## src/rtl/uart_pkg.sv

```systemverilog
// Shared UART register map, status bit positions and boot-loader state encoding.
package uart_pkg;

  localparam logic [3:0] UART_REG_RX   = 4'h0;
  localparam logic [3:0] UART_REG_TX   = 4'h4;
  localparam logic [3:0] UART_REG_CONF = 4'h8;

  localparam int unsigned RX_EMPTY_BIT = 31;
  localparam int unsigned RX_ERR_BIT   = 9;
  localparam int unsigned TX_FULL_BIT  = 31;

  typedef logic [3:0] loader_state_t;

  localparam loader_state_t StIdle    = 4'd0;
  localparam loader_state_t StHunt    = 4'd1;
  localparam loader_state_t StAddr    = 4'd2;
  localparam loader_state_t StLen     = 4'd3;
  localparam loader_state_t StData    = 4'd4;
  localparam loader_state_t StSum     = 4'd5;
  localparam loader_state_t StErr     = 4'd6;
  localparam loader_state_t StReply   = 4'd7;
  localparam loader_state_t StReplyWr = 4'd8;
  localparam loader_state_t StDone    = 4'd9;

endpackage

```

## src/rtl/apb_master_seq.sv

```systemverilog
// Single-transfer APB master: one request in, setup and access phases out, ack pulse back.
module apb_master_seq (
  input  logic        clk_i,
  input  logic        reset_ni,
  input  logic        req_i,
  input  logic        write_i,
  input  logic [3:0]  addr_i,
  input  logic [31:0] wdata_i,
  output logic        ack_o,
  output logic [31:0] rdata_o,
  output logic        psel_o,
  output logic        penable_o,
  output logic        pwrite_o,
  output logic [3:0]  paddr_o,
  output logic [31:0] pwdata_o,
  input  logic [31:0] prdata_i,
  input  logic        pready_i
);

  logic        psel_q, psel_d, penable_q, penable_d, pwrite_q, pwrite_d, ack_q, ack_d;
  logic [3:0]  paddr_q, paddr_d;
  logic [31:0] pwdata_q, pwdata_d, rdata_q, rdata_d;

  always_comb begin
    psel_d    = psel_q;
    penable_d = penable_q;
    pwrite_d  = pwrite_q;
    paddr_d   = paddr_q;
    pwdata_d  = pwdata_q;
    rdata_d   = rdata_q;
    ack_d     = 1'b0;
    // Requests are only taken with PSEL low, so the bus always idles between transfers.
    if (!psel_q) begin
      if (req_i) begin
        psel_d   = 1'b1;
        pwrite_d = write_i;
        paddr_d  = addr_i;
        pwdata_d = wdata_i;
      end
    end else if (!penable_q) begin
      penable_d = 1'b1;
    end else if (pready_i) begin
      psel_d    = 1'b0;
      penable_d = 1'b0;
      rdata_d   = prdata_i;
      ack_d     = 1'b1;
    end
  end

  always_ff @(posedge clk_i) begin
    if (!reset_ni) begin
      psel_q    <= 1'b0;
      penable_q <= 1'b0;
      pwrite_q  <= 1'b0;
      paddr_q   <= '0;
      pwdata_q  <= '0;
      rdata_q   <= '0;
      ack_q     <= 1'b0;
    end else begin
      psel_q    <= psel_d;
      penable_q <= penable_d;
      pwrite_q  <= pwrite_d;
      paddr_q   <= paddr_d;
      pwdata_q  <= pwdata_d;
      rdata_q   <= rdata_d;
      ack_q     <= ack_d;
    end
  end

  assign psel_o    = psel_q;
  assign penable_o = penable_q;
  assign pwrite_o  = pwrite_q;
  assign paddr_o   = paddr_q;
  assign pwdata_o  = pwdata_q;
  assign rdata_o   = rdata_q;
  assign ack_o     = ack_q;

endmodule

```

## src/rtl/uart_boot_loader.sv

```systemverilog
// Serial firmware loader: pulls framed bytes from the UART receiver over APB, writes the
// payload to memory and answers ACK/NAK through the transmitter register.
module uart_boot_loader
  import uart_pkg::*;
#(
  parameter logic [7:0]  MAGIC    = 8'hEB,
  parameter logic [31:0] MAX_LEN  = 32'h0010_0000,
  parameter logic [7:0]  ACK_BYTE = 8'h4B,
  parameter logic [7:0]  NAK_BYTE = 8'h45
) (
  input  logic        clk,
  input  logic        reset_n,
  input  logic        enable,
  output logic [3:0]  apb_PADDR,
  output logic        apb_PSEL,
  output logic        apb_PENABLE,
  output logic        apb_PWRITE,
  output logic [31:0] apb_PWDATA,
  input  logic [31:0] apb_PRDATA,
  input  logic        apb_PREADY,
  output logic [31:0] mem_addr,
  output logic [31:0] mem_wdata,
  output logic [3:0]  mem_wstrb,
  output logic        mem_valid,
  input  logic        mem_ready,
  output logic        busy,
  output logic        done,
  output logic [31:0] boot_addr,
  output logic        error
);

  loader_state_t state_q, state_d;
  logic          wait_q, wait_d, flush_q, flush_d, ok_q, ok_d;
  logic          done_q, done_d, error_q, error_d;
  logic [1:0]    cnt_q, cnt_d;
  logic [7:0]    sum_q, sum_d;
  logic [3:0]    strb_q, strb_d;
  logic [31:0]   addr_q, addr_d, len_q, len_d, ptr_q, ptr_d;
  logic [31:0]   buf_q, buf_d, waddr_q, waddr_d, boot_q, boot_d;

  logic          req, req_write, xfer_ack, fetching, byte_ok;
  logic [3:0]    req_addr;
  logic [31:0]   req_wdata, xfer_rdata, len_full;
  logic [7:0]    rx_byte;
  logic [1:0]    lane;
  logic          unused_rdata;

  apb_master_seq u_apb (
    .clk_i     (clk),
    .reset_ni  (reset_n),
    .req_i     (req),
    .write_i   (req_write),
    .addr_i    (req_addr),
    .wdata_i   (req_wdata),
    .ack_o     (xfer_ack),
    .rdata_o   (xfer_rdata),
    .psel_o    (apb_PSEL),
    .penable_o (apb_PENABLE),
    .pwrite_o  (apb_PWRITE),
    .paddr_o   (apb_PADDR),
    .pwdata_o  (apb_PWDATA),
    .prdata_i  (apb_PRDATA),
    .pready_i  (apb_PREADY)
  );

  assign unused_rdata = ^{xfer_rdata[30:10], xfer_rdata[8]};

  always_comb begin
    state_d = state_q;  wait_d = wait_q;  flush_d = flush_q;  ok_d = ok_q;
    cnt_d = cnt_q;  sum_d = sum_q;  strb_d = strb_q;  addr_d = addr_q;
    len_d = len_q;  ptr_d = ptr_q;  buf_d = buf_q;  waddr_d = waddr_q;  boot_d = boot_q;
    done_d = 1'b0;  error_d = 1'b0;
    req = 1'b0;  req_write = 1'b0;  req_addr = UART_REG_RX;  req_wdata = '0;

    rx_byte  = xfer_rdata[7:0];
    len_full = {rx_byte, len_q[31:8]};
    lane     = ptr_q[1:0];
    fetching = state_q inside {StHunt, StAddr, StLen, StData, StSum};
    byte_ok  = fetching && xfer_ack && !xfer_rdata[RX_EMPTY_BIT] && !xfer_rdata[RX_ERR_BIT];

    if (flush_q && mem_ready) begin
      flush_d = 1'b0;
      buf_d   = '0;
      strb_d  = '0;
    end

    if (xfer_ack) begin
      wait_d = 1'b0;
    end else if (!wait_q) begin
      // A pending memory flush holds off the next receiver read.
      if (fetching && !flush_q) req = 1'b1;
      if (state_q == StErr) begin
        req       = 1'b1;
        req_write = 1'b1;
      end
      if (state_q == StReply) begin
        req      = 1'b1;
        req_addr = UART_REG_TX;
      end
      if (state_q == StReplyWr) begin
        req       = 1'b1;
        req_write = 1'b1;
        req_addr  = UART_REG_TX;
        req_wdata = {24'h0, ok_q ? ACK_BYTE : NAK_BYTE};
      end
      wait_d = req;
    end

    if (fetching && xfer_ack && !xfer_rdata[RX_EMPTY_BIT] && xfer_rdata[RX_ERR_BIT]) begin
      state_d = StErr;
    end

    case (state_q)
      StIdle: if (enable) state_d = StHunt;
      StHunt: if (byte_ok && rx_byte == MAGIC) begin
        state_d = StAddr;
        cnt_d   = '0;
        sum_d   = '0;
      end
      StAddr: if (byte_ok) begin
        addr_d = {rx_byte, addr_q[31:8]};
        cnt_d  = cnt_q + 2'd1;
        if (cnt_q == 2'd3) state_d = StLen;
      end
      StLen: if (byte_ok) begin
        len_d = len_full;
        cnt_d = cnt_q + 2'd1;
        if (cnt_q == 2'd3) begin
          ptr_d = addr_q;
          if (len_full > MAX_LEN) state_d = StErr;
          else if (len_full == '0) state_d = StSum;
          else state_d = StData;
        end
      end
      StData: if (byte_ok) begin
        sum_d                     = sum_q + rx_byte;
        buf_d[{lane, 3'b000} +: 8] = rx_byte;
        strb_d[lane]              = 1'b1;
        len_d                     = len_q - 32'd1;
        ptr_d                     = ptr_q + 32'd1;
        if (lane == 2'd3 || len_q == 32'd1) begin
          flush_d = 1'b1;
          waddr_d = {ptr_q[31:2], 2'b00};
        end
        if (len_q == 32'd1) state_d = StSum;
      end
      StSum: if (byte_ok) begin
        ok_d    = (rx_byte == sum_q);
        state_d = (rx_byte == sum_q) ? StReply : StErr;
      end
      StErr: if (xfer_ack) begin
        ok_d    = 1'b0;
        state_d = StReply;
      end
      StReply: if (xfer_ack && !xfer_rdata[TX_FULL_BIT]) state_d = StReplyWr;
      StReplyWr: if (xfer_ack) begin
        if (ok_q) begin
          state_d = StDone;
          done_d  = 1'b1;
          boot_d  = addr_q;
        end else begin
          state_d = StHunt;
          error_d = 1'b1;
          sum_d   = '0;
          cnt_d   = '0;
          len_d   = '0;
          ptr_d   = '0;
          buf_d   = '0;
          strb_d  = '0;
        end
      end
      StDone: if (!enable) state_d = StIdle;
      default: state_d = StIdle;
    endcase
  end

  always_ff @(posedge clk) begin
    if (!reset_n) begin
      state_q <= StIdle;  wait_q <= 1'b0;  flush_q <= 1'b0;  ok_q <= 1'b0;
      done_q <= 1'b0;  error_q <= 1'b0;  cnt_q <= '0;  sum_q <= '0;  strb_q <= '0;
      addr_q <= '0;  len_q <= '0;  ptr_q <= '0;  buf_q <= '0;  waddr_q <= '0;  boot_q <= '0;
    end else begin
      state_q <= state_d;  wait_q <= wait_d;  flush_q <= flush_d;  ok_q <= ok_d;
      done_q <= done_d;  error_q <= error_d;  cnt_q <= cnt_d;  sum_q <= sum_d;
      strb_q <= strb_d;  addr_q <= addr_d;  len_q <= len_d;  ptr_q <= ptr_d;
      buf_q <= buf_d;  waddr_q <= waddr_d;  boot_q <= boot_d;
    end
  end

  assign mem_addr  = waddr_q;
  assign mem_wdata = buf_q;
  assign mem_wstrb = strb_q;
  assign mem_valid = flush_q;
  assign busy      = (state_q != StIdle) && (state_q != StDone);
  assign done      = done_q;
  assign error     = error_q;
  assign boot_addr = boot_q;

endmodule
```

## config.mk

```make
export PLATFORM = sky130hd
export DESIGN_NAME = uart_boot_loader
export DESIGN_NICKNAME = d
export VERILOG_FILES = /design/src/rtl/uart_pkg.sv /design/src/rtl/apb_master_seq.sv /design/src/rtl/uart_boot_loader.sv
export SDC_FILE = /design/constraint.sdc
export NUM_CORES = 1
export LEC_CHECK = 0
export ABC_AREA = 1
export CAP_MARGIN = 10
export CORE_UTILIZATION = 49
export CTS_CLUSTER_DIAMETER = 60
export DETAILED_ROUTE_END_ITERATION = 10
export MAX_ROUTING_LAYER = met4
export PLACE_DENSITY = 0.76
export SYNTH_ARGS = -nofsm -noshare
export SYNTH_HDL_FRONTEND = slang
export SYNTH_SLANG_ARGS = --single-unit
```

## constraint.sdc

```tcl
create_clock -name clk -period 2.2 [get_ports clk]
set_input_delay 0.44 -clock clk [delete_from_list [all_inputs] [get_ports clk]]
set_output_delay 0.44 -clock clk [all_outputs]
set_load 0.05 [all_outputs]
```

==> metrics.txt <==
synth top area cells=dfxtp_1 (39%), nand2_1 (13%), a21oi_1 (9.2%); area post-placement=13600 µm²; endpoints failing hold=0; die height=158 µm; status=complete, no violations; top-count cell post-synth=nand2_1; cell taking the most area after synthesis=dfxtp_1; via count=12200; drt wl/cell=16.2 µm; critical path startpoint category=flop; Max stage delay on crit path=0.81 ns; max_slew headroom=63.7%; critical path required time=~1.8 ns; cts bufs inserted=26; power per cell area=712 nW/µm²; Nets=1950; first-pass GRT wire length=56800 µm; TNS Setup=0 ns; YS warnings=0; Final Setup Violations=0; CTS tree=yes; Design Power=10.3 mW; IO Port Bufs=125; area share of the largest cell type after synthesis=39.0%; CP delay by family, top=buffers and inverters; CTS max path bufs=3; FMAX=464 MHz; Leak=5.61 nW; Placed Instances=2187; Final Non-Filler Cells=2235; antenna violations before repair=1; post-route cell area=about 15000 µm²; vias in the first global route=10900; H-tree depth=1; Post-synth top cells=nand2_1 (409), nor2_1 (232), dfxtp_1 (231); GRT Util Overall=29.8%; I/O pin cnt=180; first drt pass iteration count=5; hpwl dp=roughly 26000 µm; asr flop ratio synth=0%; count of cell types in the netlist=48; Initial DRC Count=~1000; vias per inst=5.48; Worst Hold Class=input port to flop; chip width=158 µm; sequential share of the synthesized area=39.0%; Reg clk slew, reported paths=0.06 ns; die area=24800 µm²; worst-margin pin slew=0.540 ns; crit path kind=flop to output port; RD Place Congestion=0.956; Worst Setup End Kind=output port; Main synth FF type=dfxtp_1; largest net degree at the start of global routing=58; Post-Syn Area=between 10000 and 15000 µm²; arrival time worst endpoint=approximately 1.7 ns; final core occ=61.4%; layout cells sized above 1=7.47%; VDD IR max=0.607 mV; Buf/Inv on CP=1; setup bufs post-CTS=0; area grow syn2layout=22.4%; Initial Util=around half; Yosys reg bits=231; Core Region=~24000 µm²; final slew viol count=0; Post-synth EDFFs=0; Mapped Cells=1771; clk root buf=clkbuf_16; max-cap violations=0; remaining antenna violation count after routing=0; residual DRC count=0; total gr overflow=0; final wirelength=36100 µm; Skew-Pair Late Insertion Delay=roughly 0.55 ns; syn avg cell area=6.69 µm²; crit-path cells=clkdlybuf4s50_1; CP max stage cell=clkdlybuf4s50_1; final critical-path required period=2.16 ns; part of the cycle the worst path needs=98.0%; fillers=2255; num rows=56; Worst Skew=0.0246 ns; clk sink count=231; CP max FO=2
==> report_power, final <==
| group | switching, mW | internal, mW | total (mW) |
|---|---|---|---|
| Sequential | 0.0625 | 4.26 | 4.32 |
| Combinational | 0.984 | 0.415 | 1.40 |
| Clock | 1.82 | 2.79 | 4.61 |
==> repair_timing <==
item | in CTS | in global routing
resized for setup | 2 | 8
hold buffers | 0 | 0
endpoints found under the setup margin | 2 | 24
==> cell families (layout without fill, tap and decap cells) <==
family	count (synthesis)	count (layout)	synth area share [%]
adder cells (fa/ha/maj)	17	17	1.86
AND/OR/NAND/NOR	878	878	31.2
AO/OA/AOI/OAI	368	368	16.5
buffers and inverters	248	361	9.40
flip-flops	231	231	39.0
other	1	33	0.0316
XOR/XNOR	28	28	2.07
==> final timing paths <==
kind                      start       endpoint  slack, ns  depth (start not counted)
hold / removal          reset_n     state_q[3]       0.31                          3
setup reg to reg     state_q[1]  mem_wdata[22]       0.11                         11
setup / recovery  boot_addr[13]  boot_addr[13]       0.04                          1
hold reg to reg    mem_addr[25]   mem_addr[25]       0.46                          2
==> final cells by class <==
type                    count  area [µm²]  share of cell area (%)
diodes                      1        2.50                  0.0173
inverters                 129         488                    3.37
repair buffers            185        1830                    12.6
clock inverters            12         184                    1.27
flip-flops and latches    231        4620                    31.9
well taps                 319         399                    2.75
clock buffers              35         724                    5.00
multi-input cells        1323        6250                    43.1
==> metrics by stage <==
step           hold WS (ns)  setup slack [ns]
3_5_place_dp          0.450             0.142
6_report              0.310            0.0429
2_1_floorplan         0.425            0.0632
4_1_cts               0.297            0.0291
5_1_grt               0.342           -0.0424
3_3_place_gp          0.444             0.193
==> routing by layer <==
metal | track usage [%] | share of wire, % | vias up | routed length (µm)
li1 | - | - | 6028 | -
met1 | 41.3 | 45 | 5598 | 16400
met2 | 45.3 | 44 | 530 | 16100
met3 | 3.47 | 7.5 | 82 | 2720
met4 | 9.34 | 2.5 | 0 | 913
met5 | - | 0 | - | 0
==> sequential cells by signal (all words and copies together), names as in the netlist, 2 cells and up <==
name,cells
cnt_q,2
ptr_q,32
mem_wdata,32
mem_wstrb,4
u_apb.pwdata_o,3
u_apb.rdata_o,10
boot_addr,32
addr_q,32
mem_addr,30
len_q,32
sum_q,8
state_q,4
==> cell usage in the layout (no fill, tap or decap), drive strengths merged, types with 35 or more instances in the layout <==
| cell type | netlist | layout |
|---|---|---|
| o21ai | 115 | 115 |
| inv | 124 | 126 |
| a21oi | 221 | 221 |
| buf | 63 | 62 |
| dfxtp | 231 | 231 |
| nand2 | 412 | 412 |
| clkdlybuf4s50 | 0 | 117 |
| nor3 | 36 | 36 |
| nor2 | 241 | 241 |
| clkbuf | 56 | 35 |
| nand3 | 154 | 154 |
Power figures use the tool's default switching activity.
